File: src/rtl/if_pkg.sv
// Shared constants for the instruction-fetch stage: FSM state encodings and the NOP word.
package if_pkg;

  localparam logic [1:0]  IDLE     = 2'd0;
  localparam logic [1:0]  FILL     = 2'd1;
  localparam logic [1:0]  STREAM   = 2'd2;

  localparam logic [31:0] NOP_INST = 32'h0000_0000;

endpackage

File: src/rtl/if_hold_buf.sv
// Stall hold register for the fetch stage: captures the BRAM word on the first stall cycle
// and drives inst_out, forcing NOP whenever the stage has no valid instruction.
module if_hold_buf
  import if_pkg::*;
(
  input  logic        clk,
  input  logic        reset,
  input  logic        hold_en,
  input  logic        inst_valid,
  input  logic [31:0] imem_rdata,
  output logic [31:0] inst_out
);

  logic [31:0] hold_reg_q, hold_reg_d;
  logic        hold_valid_q, hold_valid_d;

  // The BRAM has already moved on to pc_out+1 during a stall, so only the first stall cycle holds the word for pc_out.
  always_comb begin
    hold_valid_d = hold_en;
    hold_reg_d   = hold_reg_q;
    if (hold_en && !hold_valid_q) begin
      hold_reg_d = imem_rdata;
    end
  end

  always_ff @(posedge clk or posedge reset) begin
    if (reset) begin
      hold_reg_q   <= NOP_INST;
      hold_valid_q <= 1'b0;
    end else begin
      hold_reg_q   <= hold_reg_d;
      hold_valid_q <= hold_valid_d;
    end
  end

  always_comb begin
    inst_out = NOP_INST;
    if (inst_valid) begin
      inst_out = hold_valid_q ? hold_reg_q : imem_rdata;
    end
  end

endmodule

File: src/rtl/if_fetch_unit.sv
// Instruction-fetch stage: owns the fetch PC, drives the 1-cycle-latency instruction BRAM and
// feeds IF/ID. Define IF_FETCH_CNT_EN to build the delivered-instruction counter on fetch_count.
module if_fetch_unit
  import if_pkg::*;
#(
  parameter int                         IMEM_ADDR_WIDTH = 9,
  parameter logic [IMEM_ADDR_WIDTH-1:0] RESET_PC        = '0
) (
  input  logic                       clk,
  input  logic                       reset,
  input  logic                       run,
  input  logic                       stall,
  input  logic                       redirect_valid,
  input  logic [IMEM_ADDR_WIDTH-1:0] redirect_pc,
  output logic [IMEM_ADDR_WIDTH-1:0] imem_addr,
  input  logic [31:0]                imem_rdata,
  output logic [31:0]                inst_out,
  output logic [IMEM_ADDR_WIDTH-1:0] pc_out,
  output logic                       inst_valid,
  output logic [31:0]                fetch_count
);

  logic [1:0]                 state_q, state_d;
  logic [IMEM_ADDR_WIDTH-1:0] fetch_pc_q, fetch_pc_d;
  logic [IMEM_ADDR_WIDTH-1:0] pc_out_q, pc_out_d;
  logic                       advance;
  logic                       hold_en;

  // Priority: run=0 parks in IDLE, then redirect, then stall; a redirect always reloads fetch_pc.
  always_comb begin
    state_d    = state_q;
    fetch_pc_d = fetch_pc_q;
    pc_out_d   = pc_out_q;
    advance    = 1'b0;

    if (redirect_valid) begin
      fetch_pc_d = redirect_pc;
    end

    if (!run) begin
      state_d = IDLE;
    end else begin
      case (state_q)
        IDLE: state_d = FILL;
        FILL, STREAM: begin
          if (redirect_valid) begin
            state_d = FILL;
          end else if (!stall) begin
            advance = 1'b1;
            state_d = STREAM;
          end
        end
        default: state_d = IDLE;
      endcase
    end

    if (advance) begin
      pc_out_d   = fetch_pc_q;
      fetch_pc_d = fetch_pc_q + IMEM_ADDR_WIDTH'(1);
    end
  end

  always_ff @(posedge clk or posedge reset) begin
    if (reset) begin
      state_q    <= IDLE;
      fetch_pc_q <= RESET_PC;
      pc_out_q   <= RESET_PC;
    end else begin
      state_q    <= state_d;
      fetch_pc_q <= fetch_pc_d;
      pc_out_q   <= pc_out_d;
    end
  end

  assign imem_addr  = fetch_pc_q;
  assign pc_out     = pc_out_q;
  assign inst_valid = (state_q == STREAM);
  assign hold_en    = (state_q == STREAM) && run && !redirect_valid && stall;

  if_hold_buf u_hold_buf (
    .clk        (clk),
    .reset      (reset),
    .hold_en    (hold_en),
    .inst_valid (inst_valid),
    .imem_rdata (imem_rdata),
    .inst_out   (inst_out)
  );

`ifdef IF_FETCH_CNT_EN
  logic [31:0] fetch_count_q, fetch_count_d;

  // Only a STREAM cycle that actually hands its word to IF/ID counts as delivered.
  always_comb begin
    fetch_count_d = fetch_count_q;
    if (advance && (state_q == STREAM)) begin
      fetch_count_d = fetch_count_q + 32'd1;
    end
  end

  always_ff @(posedge clk or posedge reset) begin
    if (reset) begin
      fetch_count_q <= 32'd0;
    end else begin
      fetch_count_q <= fetch_count_d;
    end
  end

  assign fetch_count = fetch_count_q;
`else
  assign fetch_count = 32'd0;
`endif

endmodule

File: config.mk
export PLATFORM = sky130hd
export DESIGN_NAME = if_fetch_unit
export DESIGN_NICKNAME = d
export VERILOG_FILES = /design/src/rtl/if_pkg.sv /design/src/rtl/if_hold_buf.sv /design/src/rtl/if_fetch_unit.sv
export SDC_FILE = /design/constraint.sdc
export NUM_CORES = 1
export LEC_CHECK = 0
export BUFFER_PORTS_ARGS = -buffer_cell sky130_fd_sc_hd__buf_2
export CORE_AREA = 8 8 88 90
export DETAILED_ROUTE_END_ITERATION = 6
export DIE_AREA = 0 0 96 98
export GPL_TIMING_DRIVEN = 0
export PLACE_DENSITY = 0.85
export RECOVER_POWER = 25
export SYNTH_ARGS = -nofsm -noshare
export SYNTH_HDL_FRONTEND = slang
export SYNTH_HIERARCHICAL = 1
export SYNTH_SLANG_ARGS = --single-unit
export TNS_END_PERCENT = 5
File: constraint.sdc
create_clock -name clk -period 2.67 [get_ports clk]
set_input_delay 0.534 -clock clk [delete_from_list [all_inputs] [get_ports clk]]
set_output_delay 0.534 -clock clk [all_outputs]
set_load 0.05 [all_outputs]
---- Word level (Yosys, flattened, before mapping) ----
Cells that the tools add are included.
Widths: inputs -> output; s select.
operators by class
  equality and inequality tests ........... 3
  multiplexer cells ....................... 12
  shifts and indexed selects .............. 0
  magnitude comparators ................... 0
  reductions and logical operators ........ 9
  $mul .................................... 0
  add/sub/neg operators ................... 1
  div/mod/pow operators ................... 0
  bitwise operators ....................... 0
operator list
  operator             number
  $mux 32              2
  $mux 9               2
  $add 9x1->9 const B  1
  $mux 2               3
  $logic_and 1x1->1    4
  $mux 1               4
  $ne 4x4->1 const B   1
  $pmux 2 s2           1
  $eq 2x1->1 const B   1
  $eq 2x2->1 const B   1
  $logic_not 1->1      2
  $logic_not 2->1      1
  $reduce_bool 2->1    1
  $reduce_or 2->1      1
word-level totals
  output and inout bits ................... 83
  memory bits (writable) .................. 0
  ROM bits ................................ 0
  logic and storage cells ................. 30
  register bits ........................... 53
  latch bits .............................. 0
  memories kept ........................... 0
  bits of input ports ..................... 46

---- Logic depth before layout (Yosys ltp) ----
  word-level depth ........................ 5
  depth in mapped cells ................... 7
  mapped depth without buffers ............ 5

---- Cells and area by module ----
The synthesis kept the hierarchy.
by module, submodules not included
  module         sequential area each (um2)  area each (um2)  cells each  times used
  if_hold_buf    825.8                       1,944.4          142         1
  if_fetch_unit  500.5                       1,348.8          143         1

---- Worst setup path after synthesis ----
OpenSTA, ideal clock, no wires.
  path kind ............................... register to output
  start ................................... register state_q[0]
  end ..................................... output port inst_out[10]
  arrival time ............................ 1,978 ps
  required time ........................... 2,136 ps
  stages on the path, launching flop included .. 5
  path buffers ............................ 1
  setup slack ............................. 158 ps
  cell sequence ........................... dfrtp_1 -> inv_1 -> ha_1 -> clkbuf_1 -> nor2b_1
between the ends
  cells in the longest elaborated chain, start to end .. 2
RTL lines
  item                    RTL line             source
  start, declared         if_fetch_unit.sv:23  logic [1:0] state_q, state_d;
  start signal, assigned  if_fetch_unit.sv:69  state_q <= state_d;
  $eq 2x2->1              if_fetch_unit.sv:77  assign inst_valid = (state_q == STREAM);
  net inst_valid          if_fetch_unit.sv:19  output logic inst_valid,
  $mux 32                 if_hold_buf.sv:38    if (inst_valid) begin
  end, declared           if_fetch_unit.sv:17  output logic [31:0] inst_out,
The timed path passes the listed nets, and every way through them passes these cells.

---- Final worst setup path ----
  start ................................... register state_q[0]
  end ..................................... output port inst_out[9]
between the ends
  cells in the longest elaborated chain, start to end .. 2
RTL lines
  item        RTL line
  $eq 2x2->1  if_fetch_unit.sv:77
  $mux 32     if_hold_buf.sv:38
No other way between the ends.

==> run_results.csv <==
group,metric,value,unit
cts,hold_buffers,0,
cts,cts_buffers,5,
sta,max_freq,402.6,MHz
layout,final_common_cell,"buf_2",
sta,tightest_slew,997.6,ps
floorplan,placementRows,30,
drt,vias_per_cell,4.874,
floorplan,die_h,98,um
grt,gr-total-overflow,0,
floorplan,initial_utilization,50.71,%
placement,pre_cts_ws,501.8,ps
layout,final_cell_mix,"97 x buf_2, 53 x dfrtp_1, 37 x buf_4, 36 x nor2b_1, 34 x mux2i_1",
sta,skew,5.969,ps
worst_setup_path,cp_max_fo,10,
synthesis,ys_ff_latch,53,
cts,clk_pin_slew,100,ps
drt,drt-total-wl,7534,um
power,leakagePower,2.161,nW
sta,hold_violations,0,
worst_setup_path,regToRegSetupSlack,800,ps
placement,hpwlAfterDp,5865,um
synthesis,synthFlopType,"dfrtp_1",
worst_setup_path,r2r_start,"state_q[0]",
floorplan,dieArea,9408,um^2
grt,grt_pass1_vias,2615,
floorplan,die_x,96,um
grt,grt_pass1_wl,12360,um
cts,clk_path_buf_depth,2,
grt,grt_max_degree,34,
worst_setup_path,worstSetupStartpointType,"flip-flop",
layout,final_layout_size_suffix_gt1_share,44.42,%
cts,cts_tree,"done",
drt,dr.pass1.iters,4,
synthesis,synth.avg_cell_area,11.55,um^2
power,power_frac_seq,41.5,%
cts,cts_max_level,2,
synthesis,ys_seq_area_share,40.27,%
drt,drt_first_iter_violations,69,
sta,rsz0062_at_grt,"no",
worst_setup_path,endpoint_kind,"primary output",
sta,finalSetupTns,0,ps
synthesis,synth_edf_count,0,
power,comb_power_share,31.9,%
grt,antenna_found_initial,0,
job,cap_violations,0,
floorplan,design.core.area,6494,um^2
grt,top_usage_layer,"met2",
cts,cts.sinks,53,
sta,slew_headroom,33.50,%
layout,fin_nets,470,
floorplan,pin_count,129,
power,intPower,0.001549,W
synthesis,synth_cell_types,40,
cts,post_cts_buffers,0,
power,p_sw_share,36.14,%
sta,post-route-min-period,2484,ps
drt,wl_per_cell,15.04,um
synthesis,syn_area,3293,um^2
sta,drv_slew,0,
layout,fillers,532,
power,ir_drop,611.8,uV
cts,cts_root_buffer,"clkbuf_8",
status,outcome,"complete, no violations",
sta,fin_ws,185.9,ps
synthesis,postSynthCellCount,285,
synthesis,ys.warnings.count,6,
synthesis,synth-async-reset-ratio,100.0,%
worst_setup_path,worst_ep_required_time,2140,ps
worst_setup_path,cp.arrival,1950,ps
placement,gp_congestion,0.8183,
sta,fin_crit_sh,93.04,%
min_path,hold_path.class,"input pin to asynchronous set/reset pin",
placement,port_buffers,96,
grt,track_usage,16.14,%
power,power.switching,0.0008768,W
cts,clock_latency,300,ps
power,power_density,587.4,nW/um^2
grt,groute.layer.met3.usage,4.375,%
power,clockPowerShare,26.5,%
worst_setup_path,startpoint,"state_q[0]",
layout,area_growth,25.42,%
layout,num_antenna_cells,0,
drt,ant_nets,0,
cts,ctsResizeCount,0,
worst_setup_path,criticalPathCategory,"flip-flop to primary output",
grt,grtUsageMet2,26.27,%
grt,met1_usage,20.39,%
drt,vias,2442,
sta,setup_viol,0,
drt,drc,0,
## cells by family after synthesis
kind of cell               Yosys count  share of synthesized area, %
muxes                               66                         24.70
adders and majority gates            4                         1.520
AOI/OAI and AO/OA                   19                         4.559
DFF                                 53                         40.27
buffers and inverters               55                         12.73
other                                1                        0.1139
and+or+nand+nor                     86                         15.84
xor gates and xnor gates             1                        0.2660
## layout make-up
cell class | instances | area (um^2) | area share (%)
clock inverter | 3 | 68.82 | 1.666
multi-input combinational | 208 | 1664 | 40.29
inverter | 7 | 26.28 | 0.6362
tap | 80 | 100.1 | 2.424
buffer | 48 | 392.9 | 9.512
clock buffer | 5 | 68.82 | 1.666
timing repair buffer | 97 | 483.0 | 11.69
sequential | 53 | 1326 | 32.11
## path summary, 6_finish.rpt
check                                       endpoint  depth (start not counted)
setup / recovery                         inst_out[9]                          5
hold / removal             u_hold_buf/hold_reg_q[26]                          2
setup reg to reg            u_hold_buf/hold_reg_q[2]                          7
hold reg to reg                            pc_out[0]                          2
max in group asynchronous   u_hold_buf/hold_reg_q[6]                          3
min in group clk                        imem_addr[0]                          3
## sequential cells by signal (all words and copies together), names as in the netlist
register,count
u_hold_buf/hold_valid_q,1
u_hold_buf/hold_reg_q,32
imem_addr,9
pc_out,9
state_q,2
## metal layers
layer / routed length (um) / vias to the layer above
met3: 685 / 4
met4: 62 / 0
li1: - / 1179
met5: 0 / -
met1: 3147 / 1163
met2: 3639 / 96
## synth_stat cells, drive strengths merged (2+ instances only)
library cell | number | area, um^2
a21oi | 2 | 10.01
a221o | 2 | 20.02
a311oi | 3 | 26.28
and3 | 4 | 25.02
buf | 45 | 381.6
clkbuf | 3 | 11.26
dfrtp | 53 | 1326
ha | 4 | 50.05
inv | 7 | 26.28
mux2 | 32 | 473.0
mux2i | 34 | 340.3
nand2 | 30 | 112.6
nand3 | 3 | 15.01
nor2b | 37 | 234.0
nor3 | 2 | 15.01
nor3b | 2 | 20.02
o21ai | 5 | 25.02
o311ai | 2 | 17.52
o31ai | 2 | 15.01
## stage by stage
step           hold WS, ps  instances  area, um^2  power (W)  util, %
2_1_floorplan        480.3        316        3410   0.001612        -
3_3_place_gp         457.4        492        3990   0.001774    61.45
3_5_place_dp         461.9        492        3990   0.001795    61.45
4_1_cts              379.7        500        4128   0.002446    63.56
5_1_grt              213.9        501        4130   0.002545    63.60
6_report             181.6        501        4130   0.002426    63.60
## power groups by stage
stage	combinational, W	clock (W)	sequential [W]
6_report	0.000774	0.000644	0.00101
5_1_grt	0.000826	0.000696	0.00102
4_1_cts	0.000778	0.000661	0.00101
3_5_place_dp	0.000776	0	0.00102
3_3_place_gp	0.000759	0	0.00101
2_1_floorplan	0.000393	0	0.00122
## worst max-delay path, cell delays in order, from the launching register on
cell      delay, ps
dfrtp_1         400
inv_1           100
ha_1            310
clkbuf_1        330
nor2b_1         220
buf_2           290
Power figures use the tool's default switching activity.
